<file path="config.mk">
export PLATFORM = sky130hd
export DESIGN_NAME = axi_ddr_guard
export DESIGN_NICKNAME = d
export VERILOG_FILES = /design/src/rtl/axi_ddr_guard_pkg.sv /design/src/rtl/axi_ddr_guard_dir.sv /design/src/rtl/axi_ddr_guard.sv
export SDC_FILE = /design/constraint.sdc
export NUM_CORES = 1
export LEC_CHECK = 0
export CORE_AREA = 2 2 183 185
export DETAILED_ROUTE_END_ITERATION = 7
export DIE_AREA = 0 0 185 187
export GPL_TIMING_DRIVEN = 0
export PLACE_DENSITY = 0.53
export SLEW_MARGIN = 20
export SYNTH_ARGS = -nofsm -noshare
export SYNTH_HDL_FRONTEND = slang
export SYNTH_SLANG_ARGS = --single-unit
</file>
<file path="constraint.sdc">
create_clock -name clk -period 3.5 [get_ports clk]
set_input_delay 1.05 -clock clk [delete_from_list [all_inputs] [get_ports clk]]
set_output_delay 1.05 -clock clk [all_outputs]
set_load 0.01 [all_outputs]
</file>
<file path="src/rtl/axi_ddr_guard_pkg.sv">
// Shared types and encodings for the AXI DDR guard: FSM states, AXI response
// codes and the bit positions of the sticky error flags.
package axi_ddr_guard_pkg;

   typedef enum logic [1:0] {
      ST_IDLE  = 2'd0,
      ST_RUN   = 2'd1,
      ST_DRAIN = 2'd2,
      ST_HALT  = 2'd3
   } state_t;

   localparam logic [1:0] RESP_OKAY   = 2'b00;
   localparam logic [1:0] RESP_EXOKAY = 2'b01;
   localparam logic [1:0] RESP_SLVERR = 2'b10;
   localparam logic [1:0] RESP_DECERR = 2'b11;

   localparam int ERR_SLVERR  = 0;
   localparam int ERR_DECERR  = 1;
   localparam int ERR_TIMEOUT = 2;

   // Maps a response code onto {decerr, slverr}.
   function automatic logic [1:0] resp_err(input logic [1:0] resp);
      logic [1:0] bits;
      bits = 2'b00;
      case (resp)
         RESP_OKAY, RESP_EXOKAY: bits = 2'b00;
         RESP_SLVERR:            bits = 2'b01;
         RESP_DECERR:            bits = 2'b10;
         default:                bits = 2'b00;
      endcase
      return bits;
   endfunction

endpackage

</file>
<file path="src/rtl/axi_ddr_guard_dir.sv">
// One direction of the guard: address gate with sticky pending flag,
// outstanding-burst counter and no-progress timer.
module axi_ddr_guard_dir
   import axi_ddr_guard_pkg::*;
#(
   parameter int MAX_OUTSTANDING = 4,
   parameter int TIMEOUT_CYCLES  = 1024
) (
   input  logic clk,
   input  logic rst_n,
   input  logic allow,
   input  logic clear_timer,
   input  logic s_valid,
   output logic s_ready,
   output logic m_valid,
   input  logic m_ready,
   input  logic rsp_done,
   input  logic activity,
   output logic pending,
   output logic timeout,
   output logic [$clog2(MAX_OUTSTANDING+1)-1:0] count
);

   localparam int CNT_W = $clog2(MAX_OUTSTANDING + 1);
   localparam int TMR_W = $clog2(TIMEOUT_CYCLES + 1);
   localparam logic [CNT_W-1:0] CNT_MAX  = CNT_W'(MAX_OUTSTANDING);
   localparam logic [TMR_W-1:0] TMR_LAST = TMR_W'(TIMEOUT_CYCLES - 1);
   localparam logic [TMR_W-1:0] TMR_SAT  = TMR_W'(TIMEOUT_CYCLES);

   logic [TMR_W-1:0] timer;
   logic             gate_open;
   logic             a_hs;

   // Handshake rule: a transfer happens on a cycle where valid and ready are both
   // high. Once m_valid rises it is held by the pending flag until m_ready, even
   // if the FSM leaves RUN, so the slave never sees a withdrawn address.
   assign gate_open = allow && (count < CNT_MAX) && !pending;
   assign m_valid   = pending || (gate_open && s_valid);
   assign a_hs      = m_valid && m_ready;
   assign s_ready   = a_hs;
   assign timeout   = (count != '0) && (timer == TMR_LAST);

   always_ff @(posedge clk or negedge rst_n) begin
      if (!rst_n) begin
         pending <= 1'b0;
         count   <= '0;
         timer   <= '0;
      end else begin
         pending <= m_valid && !m_ready;
         if (a_hs && !rsp_done)
            count <= count + 1'b1;
         else if (rsp_done && !a_hs && count != '0)
            count <= count - 1'b1;
         // Timer saturates one past the trip point so the timeout is a single pulse.
         if (clear_timer || count == '0 || a_hs || activity)
            timer <= '0;
         else if (timer != TMR_SAT)
            timer <= timer + 1'b1;
      end
   end

   a_no_underflow: assert property (@(posedge clk) disable iff (!rst_n)
      !(rsp_done && !a_hs && count == '0));

endmodule

</file>
<file path="src/rtl/axi_ddr_guard.sv">
// AXI4 guard in front of a DDR controller: limits outstanding bursts per
// direction, detects stalled responses and records error responses.
module axi_ddr_guard
   import axi_ddr_guard_pkg::*;
#(
   parameter int AXI_ADDR_WIDTH  = 32,
   parameter int AXI_DATA_WIDTH  = 32,
   parameter int AXI_ID_WIDTH    = 4,
   parameter int AXI_USER_WIDTH  = 1,
   parameter int MAX_OUTSTANDING = 4,
   parameter int TIMEOUT_CYCLES  = 1024
) (
   input  logic clk,
   input  logic rst_n,
   input  logic [AXI_ID_WIDTH-1:0]     s_awid,
   input  logic [AXI_ADDR_WIDTH-1:0]   s_awaddr,
   input  logic [7:0]                  s_awlen,
   input  logic [2:0]                  s_awsize,
   input  logic [1:0]                  s_awburst,
   input  logic                        s_awlock,
   input  logic [3:0]                  s_awcache,
   input  logic [2:0]                  s_awprot,
   input  logic [3:0]                  s_awqos,
   input  logic [3:0]                  s_awregion,
   input  logic [AXI_USER_WIDTH-1:0]   s_awuser,
   input  logic                        s_awvalid,
   output logic                        s_awready,
   input  logic [AXI_DATA_WIDTH-1:0]   s_wdata,
   input  logic [AXI_DATA_WIDTH/8-1:0] s_wstrb,
   input  logic                        s_wlast,
   input  logic [AXI_USER_WIDTH-1:0]   s_wuser,
   input  logic                        s_wvalid,
   output logic                        s_wready,
   output logic [AXI_ID_WIDTH-1:0]     s_bid,
   output logic [1:0]                  s_bresp,
   output logic [AXI_USER_WIDTH-1:0]   s_buser,
   output logic                        s_bvalid,
   input  logic                        s_bready,
   input  logic [AXI_ID_WIDTH-1:0]     s_arid,
   input  logic [AXI_ADDR_WIDTH-1:0]   s_araddr,
   input  logic [7:0]                  s_arlen,
   input  logic [2:0]                  s_arsize,
   input  logic [1:0]                  s_arburst,
   input  logic                        s_arlock,
   input  logic [3:0]                  s_arcache,
   input  logic [2:0]                  s_arprot,
   input  logic [3:0]                  s_arqos,
   input  logic [3:0]                  s_arregion,
   input  logic [AXI_USER_WIDTH-1:0]   s_aruser,
   input  logic                        s_arvalid,
   output logic                        s_arready,
   output logic [AXI_ID_WIDTH-1:0]     s_rid,
   output logic [AXI_DATA_WIDTH-1:0]   s_rdata,
   output logic [1:0]                  s_rresp,
   output logic                        s_rlast,
   output logic [AXI_USER_WIDTH-1:0]   s_ruser,
   output logic                        s_rvalid,
   input  logic                        s_rready,
   output logic [AXI_ID_WIDTH-1:0]     m_awid,
   output logic [AXI_ADDR_WIDTH-1:0]   m_awaddr,
   output logic [7:0]                  m_awlen,
   output logic [2:0]                  m_awsize,
   output logic [1:0]                  m_awburst,
   output logic                        m_awlock,
   output logic [3:0]                  m_awcache,
   output logic [2:0]                  m_awprot,
   output logic [3:0]                  m_awqos,
   output logic [3:0]                  m_awregion,
   output logic [AXI_USER_WIDTH-1:0]   m_awuser,
   output logic                        m_awvalid,
   input  logic                        m_awready,
   output logic [AXI_DATA_WIDTH-1:0]   m_wdata,
   output logic [AXI_DATA_WIDTH/8-1:0] m_wstrb,
   output logic                        m_wlast,
   output logic [AXI_USER_WIDTH-1:0]   m_wuser,
   output logic                        m_wvalid,
   input  logic                        m_wready,
   input  logic [AXI_ID_WIDTH-1:0]     m_bid,
   input  logic [1:0]                  m_bresp,
   input  logic [AXI_USER_WIDTH-1:0]   m_buser,
   input  logic                        m_bvalid,
   output logic                        m_bready,
   output logic [AXI_ID_WIDTH-1:0]     m_arid,
   output logic [AXI_ADDR_WIDTH-1:0]   m_araddr,
   output logic [7:0]                  m_arlen,
   output logic [2:0]                  m_arsize,
   output logic [1:0]                  m_arburst,
   output logic                        m_arlock,
   output logic [3:0]                  m_arcache,
   output logic [2:0]                  m_arprot,
   output logic [3:0]                  m_arqos,
   output logic [3:0]                  m_arregion,
   output logic [AXI_USER_WIDTH-1:0]   m_aruser,
   output logic                        m_arvalid,
   input  logic                        m_arready,
   input  logic [AXI_ID_WIDTH-1:0]     m_rid,
   input  logic [AXI_DATA_WIDTH-1:0]   m_rdata,
   input  logic [1:0]                  m_rresp,
   input  logic                        m_rlast,
   input  logic [AXI_USER_WIDTH-1:0]   m_ruser,
   input  logic                        m_rvalid,
   output logic                        m_rready,
   input  logic enable_i,
   input  logic clear_i,
   output logic [1:0] state_o,
   output logic [$clog2(MAX_OUTSTANDING+1)-1:0] wr_outstanding_o,
   output logic [$clog2(MAX_OUTSTANDING+1)-1:0] rd_outstanding_o,
   output logic [2:0] err_o,
   output logic [AXI_ID_WIDTH-1:0] err_id_o
);

   state_t     state, state_next;
   logic       run, leave_halt;
   logic       wr_to, rd_to, any_to, wr_pend, rd_pend, drained;
   logic       b_hs, r_hs;
   logic [1:0] b_err, r_err, rsp_err;
   logic [2:0] err_next;

   assign {m_awid, m_awaddr, m_awlen, m_awsize, m_awburst, m_awlock} =
          {s_awid, s_awaddr, s_awlen, s_awsize, s_awburst, s_awlock};
   assign {m_awcache, m_awprot, m_awqos, m_awregion, m_awuser} =
          {s_awcache, s_awprot, s_awqos, s_awregion, s_awuser};
   assign {m_arid, m_araddr, m_arlen, m_arsize, m_arburst, m_arlock} =
          {s_arid, s_araddr, s_arlen, s_arsize, s_arburst, s_arlock};
   assign {m_arcache, m_arprot, m_arqos, m_arregion, m_aruser} =
          {s_arcache, s_arprot, s_arqos, s_arregion, s_aruser};
   assign {m_wdata, m_wstrb, m_wlast, m_wuser, m_wvalid} = {s_wdata, s_wstrb, s_wlast, s_wuser, s_wvalid};
   assign s_wready = m_wready;
   assign {s_bid, s_bresp, s_buser, s_bvalid} = {m_bid, m_bresp, m_buser, m_bvalid};
   assign m_bready = s_bready;
   assign {s_rid, s_rdata, s_rresp, s_rlast, s_ruser, s_rvalid} = {m_rid, m_rdata, m_rresp, m_rlast, m_ruser, m_rvalid};
   assign m_rready = s_rready;

   assign b_hs = m_bvalid && s_bready;
   assign r_hs = m_rvalid && s_rready;

   axi_ddr_guard_dir #(.MAX_OUTSTANDING(MAX_OUTSTANDING), .TIMEOUT_CYCLES(TIMEOUT_CYCLES)) u_wr (
      .clk(clk), .rst_n(rst_n), .allow(run), .clear_timer(leave_halt),
      .s_valid(s_awvalid), .s_ready(s_awready), .m_valid(m_awvalid), .m_ready(m_awready),
      .rsp_done(b_hs), .activity((s_wvalid && m_wready) || b_hs),
      .pending(wr_pend), .timeout(wr_to), .count(wr_outstanding_o)
   );

   axi_ddr_guard_dir #(.MAX_OUTSTANDING(MAX_OUTSTANDING), .TIMEOUT_CYCLES(TIMEOUT_CYCLES)) u_rd (
      .clk(clk), .rst_n(rst_n), .allow(run), .clear_timer(leave_halt),
      .s_valid(s_arvalid), .s_ready(s_arready), .m_valid(m_arvalid), .m_ready(m_arready),
      .rsp_done(r_hs && m_rlast), .activity(r_hs),
      .pending(rd_pend), .timeout(rd_to), .count(rd_outstanding_o)
   );

   assign any_to  = wr_to || rd_to;
   assign drained = (wr_outstanding_o == '0) && (rd_outstanding_o == '0) && !wr_pend && !rd_pend;

   always_ff @(posedge clk or negedge rst_n) begin
      if (!rst_n) state <= ST_IDLE;
      else        state <= state_next;
   end

   // Re-enabling while draining goes straight back to RUN.
   always_comb begin
      state_next = state;
      case (state)
         ST_IDLE:  if (enable_i) state_next = ST_RUN;
         ST_RUN:   if (any_to) state_next = ST_HALT;
                   else if (!enable_i) state_next = ST_DRAIN;
         ST_DRAIN: if (any_to) state_next = ST_HALT;
                   else if (enable_i) state_next = ST_RUN;
                   else if (drained) state_next = ST_IDLE;
         ST_HALT:  if (clear_i) state_next = enable_i ? ST_RUN : ST_DRAIN;
         default:  state_next = ST_IDLE;
      endcase
   end

   always_comb begin
      run        = 1'b0;
      leave_halt = 1'b0;
      case (state)
         ST_RUN:  run = 1'b1;
         ST_HALT: leave_halt = clear_i;
         default: ;
      endcase
   end
   assign state_o = state;

   assign b_err   = b_hs ? resp_err(m_bresp) : 2'b00;
   assign r_err   = r_hs ? resp_err(m_rresp) : 2'b00;
   assign rsp_err = b_err | r_err;

   // New errors are OR-ed in after the clear so a same-cycle error survives it.
   always_comb begin
      err_next = clear_i ? 3'b000 : err_o;
      if (any_to)     err_next[ERR_TIMEOUT] = 1'b1;
      if (rsp_err[0]) err_next[ERR_SLVERR]  = 1'b1;
      if (rsp_err[1]) err_next[ERR_DECERR]  = 1'b1;
   end

   always_ff @(posedge clk or negedge rst_n) begin
      if (!rst_n) begin
         err_o    <= 3'b000;
         err_id_o <= '0;
      end else begin
         err_o <= err_next;
         if ((clear_i || err_o[1:0] == 2'b00) && rsp_err != 2'b00)
            err_id_o <= (b_err != 2'b00) ? m_bid : m_rid;
         else if (clear_i)
            err_id_o <= '0;
      end
   end

endmodule

</file>
* Yosys cells after proc, flatten, opt, wreduce, memory -nomap -nowiden *
Cells that the tools add are included.

storage, ports and cells
  register bits = 39
  latch bits = 0
  memory bits (writable) = 0
  memory bits (read-only) = 0
  output and inout bits = 242
  word-level logic and storage cells = 133
  memories kept = 0

cells by class
  add/sub/neg operators = 6
  $mul = 0
  divide/modulo/power cells = 0
  order comparisons = 2
  equal/unequal tests = 17
  shift-type cells = 0
  mux-type cells = 30
  bitwise gates (word level) = 1
  reductions and logical operators = 66

operators by type and width
  cell                                                                      count
  11-bit 2-to-1 mux                                                         4
  1-bit logical AND                                                         26
  11-bit by 1-bit adder with 11-bit output (second input constant)          2
  11-bit by 10-bit equality test with 1-bit output (second input constant)  2
  11-bit != test (second input constant)                                    2
  2-bit 2-to-1 mux                                                          10
  2-bit nonzero test                                                        10
  3-bit 2-to-1 mux                                                          5
  2-bit equality test (second input constant)                               6
  4-bit 2-to-1 mux                                                          3
  2-bit case mux with 3 select lines                                        2
  1-bit logical OR                                                          11
  1-bit logical NOT                                                         8
  2-bit logical NOT                                                         4
  2-bit case mux with 4 select lines                                        1
  3-bit by 1-bit adder with 3-bit output (second input constant)            2
  2-bit by 1-bit equality test with 1-bit output (second input constant)    3
  3-bit logical NOT                                                         2
  3-bit < comparator (second input constant)                                2
  3-bit nonzero test                                                        2
  3-bit by 1-bit subtractor with 3-bit output (second input constant)       2
  1-bit 2-to-1 mux                                                          5
  2-bit != test (second input constant)                                     2
  4-bit != test (second input constant)                                     1
  other kinds (4)                                                           5

* Depth between registers and ports, before layout *
  depth after elaboration = 12
  mapped depth = 9

* Hierarchy *
A second synthesis with hierarchy kept.

unflattened totals
  cells, all modules = 452
  area, all modules = 3928.8 um^2

modules (own cells, without submodules)
  module             instances  cells each  area an instance (um^2)  sequential area each (um^2)
  axi_ddr_guard      1          276         2187.1                   225.2
  axi_ddr_guard_dir  2          88          870.8                    375.4

* Worst setup path before layout *
Ideal clock, no wire load.

  kind = input to register
  start point = input port s_arvalid
  end point = register u_rd.count[2]
  library setup time = 0.087 ns
  arrival time = 2.777 ns
  data required time = 3.413 ns
  setup slack = 0.636 ns
  cell stages on the path = 8
  path buffers = 0
  cells stage by stage = nor4bb_4 -> o21ai_4 -> inv_2 -> nand2_1 -> fa_1 -> or2_2 -> or4_1 -> o211ai_1

on the way
  word-level cells in the longest chain between the ends = 7
  elaborated cells between the ends (all ways) = 9

ends and longest elaborated chain
  item                            RTL line                 source
  from (decl)                     axi_ddr_guard.sv:50      input logic s_arvalid,
  1-bit logical AND (*)           axi_ddr_guard_dir.sv:38  assign m_valid = pending || (gate_open && s_valid);
  1-bit logical OR (*)            axi_ddr_guard_dir.sv:38
  1-bit logical AND (*)           axi_ddr_guard_dir.sv:39  assign a_hs = m_valid && m_ready;
  named net s_arready             axi_ddr_guard.sv:51      output logic s_arready,
  1-bit logical NOT               axi_ddr_guard_dir.sv:52  else if (rsp_done && !a_hs && count != '0)
  1-bit logical AND (2 in a row)  axi_ddr_guard_dir.sv:52
  2-bit nonzero test (no line)    -
  to (signal assigned)            axi_ddr_guard_dir.sv:51  count <= count + 1'b1;
  to (signal assigned)            axi_ddr_guard_dir.sv:53  count <= count - 1'b1;
  to (decl)                       axi_ddr_guard_dir.sv:21  output logic [$clog2(MAX_OUTSTANDING+1)-1:0] count

Mark *: on every way through the listed nets, which the timed path passes. The rest lies on a longest branch.
A chain may end at the register's enable or synchronous reset.

* Worst setup path after layout *
  start point = input port s_bready
  end point = output port m_bready

RTL lines
  item         RTL line             source
  from (decl)  axi_ddr_guard.sv:38  input logic s_bready,
  to (decl)    axi_ddr_guard.sv:82  output logic m_bready,

No word-level cell between the ends.

==> metrics.cfg <==
[setup_path]
crit_slowest_cell=clkdlybuf4s50_1
path_class=primary input to primary output
cp.buffers_inverters=3
crit_fanout=5
cp_top_family=buffers and inverters
worst_path_most_repeated_cell=clkdlybuf4s50_1
r2r_slack_ns=0.89
reg2reg_depth=9
endpoint_kind=primary output
regToRegStartpoint=state_o[0]
cp.arrival_ns=2.38
crit_required_ns=2.45
r2r-end=u_rd.count[2]
critPathLaunchType=primary input
crit_path_cell_trace=clkdlybuf4s50_1 > buf_4 > clkdlybuf4s50_1
max_stage_delay_ns=0.62

[status]
status=completed

[min_path]
hold_path.class=flip-flop to flip-flop
holdPathEnd=err_id_o[1]
holdPathStages=2
min_from=err_id_o[1]

[global_routing]
antenna_found_initial=0
grt-ovfl-total=0
grt.met1_usage_pct=8.12
met2_usage_pct=13.2
grt_pass1_wl_um=19200
met3_usage_pct=1.91
grt-busiest-layer=met2
grt_max_degree=30
grt_pass1_vias=3534
grt_use_total_pct=7.28

[synth]
ys_ff_latch=39
synth-async-reset-ratio_pct=100
netlist_instances=441
ys_seq_area_share_pct=25.5
synth_edf_count=0
ys_types=45
syn_avg_cell_area_um2=8.68
yosysWarnings=0
syn-num-nets=678
synth_area_um2=3830
ys.flop_type=dfrtp_1

[place]
dpl.cell_count=1157
pre_cts_slack_ns=-0.265
place.gp.congestion=0.749
port_buffers=267
dp_hpwl_um=12000

[sta]
fmax_ghz=0.292
fin_crit_sh_pct=98.0
setup_ws_ns=0.0709
final-hold-violation-count=0
tightest_slew_ns=0.676
slew_headroom_pct=54.6
fin_tns_setup_ns=0
rsz0062_at_grt=false
finalSetupViolations=0
finalMaxSlewViolations=0
period_needed_ns=3.43
skew_ns=0.00507

[clock_network]
root_buffer=clkbuf_16
cts_tree=done
cts.path.max_buffers=2
cts_inserted_buffers=5
cts.sinks=39
htreeDepth=2
clk_latency_ns=0.29
clk_pin_slew_ns=0.06

[cells_and_area]
num_antenna_cells=0
instances_no_fill=1166
final_common_cell=clkdlybuf4s50_1
final_cell_mix=clkdlybuf4s50_1, buf_4, dfrtp_1
layout-area-overhead-vs-synth_pct=89.5
drive_above_1_share_pct=34.8
fin_nets=954

[drt]
drc=0
ant_nets=0
drt-pass1-iter-count=4
wl_per_cell_um=11.6
num_vias=3690
viasPerCell=3.16
wirelength_um=13600
drtIter0Drc=123

[floorplanning]
die_x_um=185
num_io_pins=473
die_h_um=187
rows=67
initial_core_util_pct=11.7
core_um2=32900
fp.dieArea_um2=34600

[pwr]
total_power_uw=2210
ir_drop_mv=0.218
power.leakage_uw=0.00318
power-per-cell-area_nw_per_um2=304

[run]
maxCapViolCount=0

-- where the power goes --
group          switching (uW)  internal [uW]
logic                     397            641
registers                 110            519
clock network             187            355
total                     694           1510
-- sequential cells by signal, indices dropped and copies added, names as in the netlist --
signal	flops
state_o	2
u_rd.count	3
err_id_o	4
u_rd.timer	11
u_wr.timer	11
u_rd.pending	1
u_wr.count	3
err_o	3
u_wr.pending	1
-- tightest hold or removal path: stages, from the launching register on --
cell	delay (ns)
dfrtp_1	0.34
nand3b_1	0.07
o21ai_0	0.07
-- metrics by stage --
step                instance area (um^2)  hold slack [ns]  utilization [%]
floorplan                           3830            0.515                -
finish                              7260            0.512             22.1
detailed placement                  7080            0.497             21.5
global placement                    7060            0.496             21.5
CTS                                 7260            0.513             22.1
global route                        7260            0.555             22.1
-- cell type report --
type,instances,area [um^2]
clock buffer,6,139
sequential,39,976
fill,3592,25600
buffer,226,1690
timing repair buffer,269,2700
inverter,13,48.8
tap,448,561
multi-input combinational,163,1110
clock inverter,2,35.0
-- what timing repair did --
item	in CTS	in global routing
setup buffers	1	0
endpoints found under the setup margin	4	2
hold buffers	0	0
hold endpoints to repair	0	0
pin swaps	1	0
resized for setup	3	2
cloned	0	0
-- Yosys cell counts (2+ instances only) --
| master | count | area, um^2 |
|---|---|---|
| ha_1 | 4 | 50.1 |
| nand4_1 | 3 | 18.8 |
| o211ai_1 | 4 | 30.0 |
| and3_1 | 4 | 25.0 |
| nand3_1 | 16 | 80.1 |
| fa_1 | 2 | 40.0 |
| xnor2_1 | 15 | 131 |
| mux2_2 | 2 | 22.5 |
| xor2_1 | 5 | 43.8 |
| mux2i_1 | 6 | 60.1 |
| a31oi_1 | 2 | 12.5 |
| nor2b_1 | 3 | 18.8 |
| nor3_1 | 6 | 30.0 |
| nand3b_1 | 7 | 52.6 |
| nor4_1 | 6 | 37.5 |
| buf_4 | 223 | 1670 |
| inv_1 | 12 | 45.0 |
| a22oi_1 | 2 | 15.0 |
| nor2_1 | 31 | 116 |
| dfrtp_1 | 39 | 976 |
| mux2_4 | 2 | 30.0 |
| or2_2 | 4 | 25.0 |
| clkbuf_1 | 2 | 7.51 |
| o21ai_0 | 8 | 40.0 |
| nand2_1 | 11 | 41.3 |
| nand2b_1 | 2 | 12.5 |
| a21oi_1 | 2 | 10.0 |
-- layer usage --
layer | share of wire (%) | routed length (um)
met4 | 1.6 | 221
met3 | 10 | 1370
met5 | 0 | 0
met2 | 51 | 6870
met1 | 38 | 5110
-- worst max path at each step --
stage / to / slack (ns) / cells past startpoint / startpoint
3_3_place_gp: s_arready / -0.27 / 5 / s_arvalid
5_1_grt: s_arready / 0.009 / 6 / s_arvalid
3_5_place_dp: s_arready / -0.26 / 5 / s_arvalid
6_report: m_bready / 0.07 / 3 / s_bready
2_1_floorplan: u_rd.count[2] / 0.64 / 8 / s_arvalid
4_1_cts: m_arvalid / 0.02 / 4 / s_arvalid
-- cell families (layout without fill, tap and decap cells) --
kind of cell | Yosys count | in the layout | share of synthesized area, %
buffers and inverters | 239 | 516 | 45.5
AND/OR/NAND/NOR | 100 | 100 | 14.1
flip-flops | 39 | 39 | 25.5
AO/OA/AOI/OAI | 27 | 27 | 5.03
XOR/XNOR | 20 | 20 | 4.57
multiplexers | 10 | 10 | 2.94
adder cells (fa/ha/maj) | 6 | 6 | 2.35
Power figures use the tool's default switching activity.
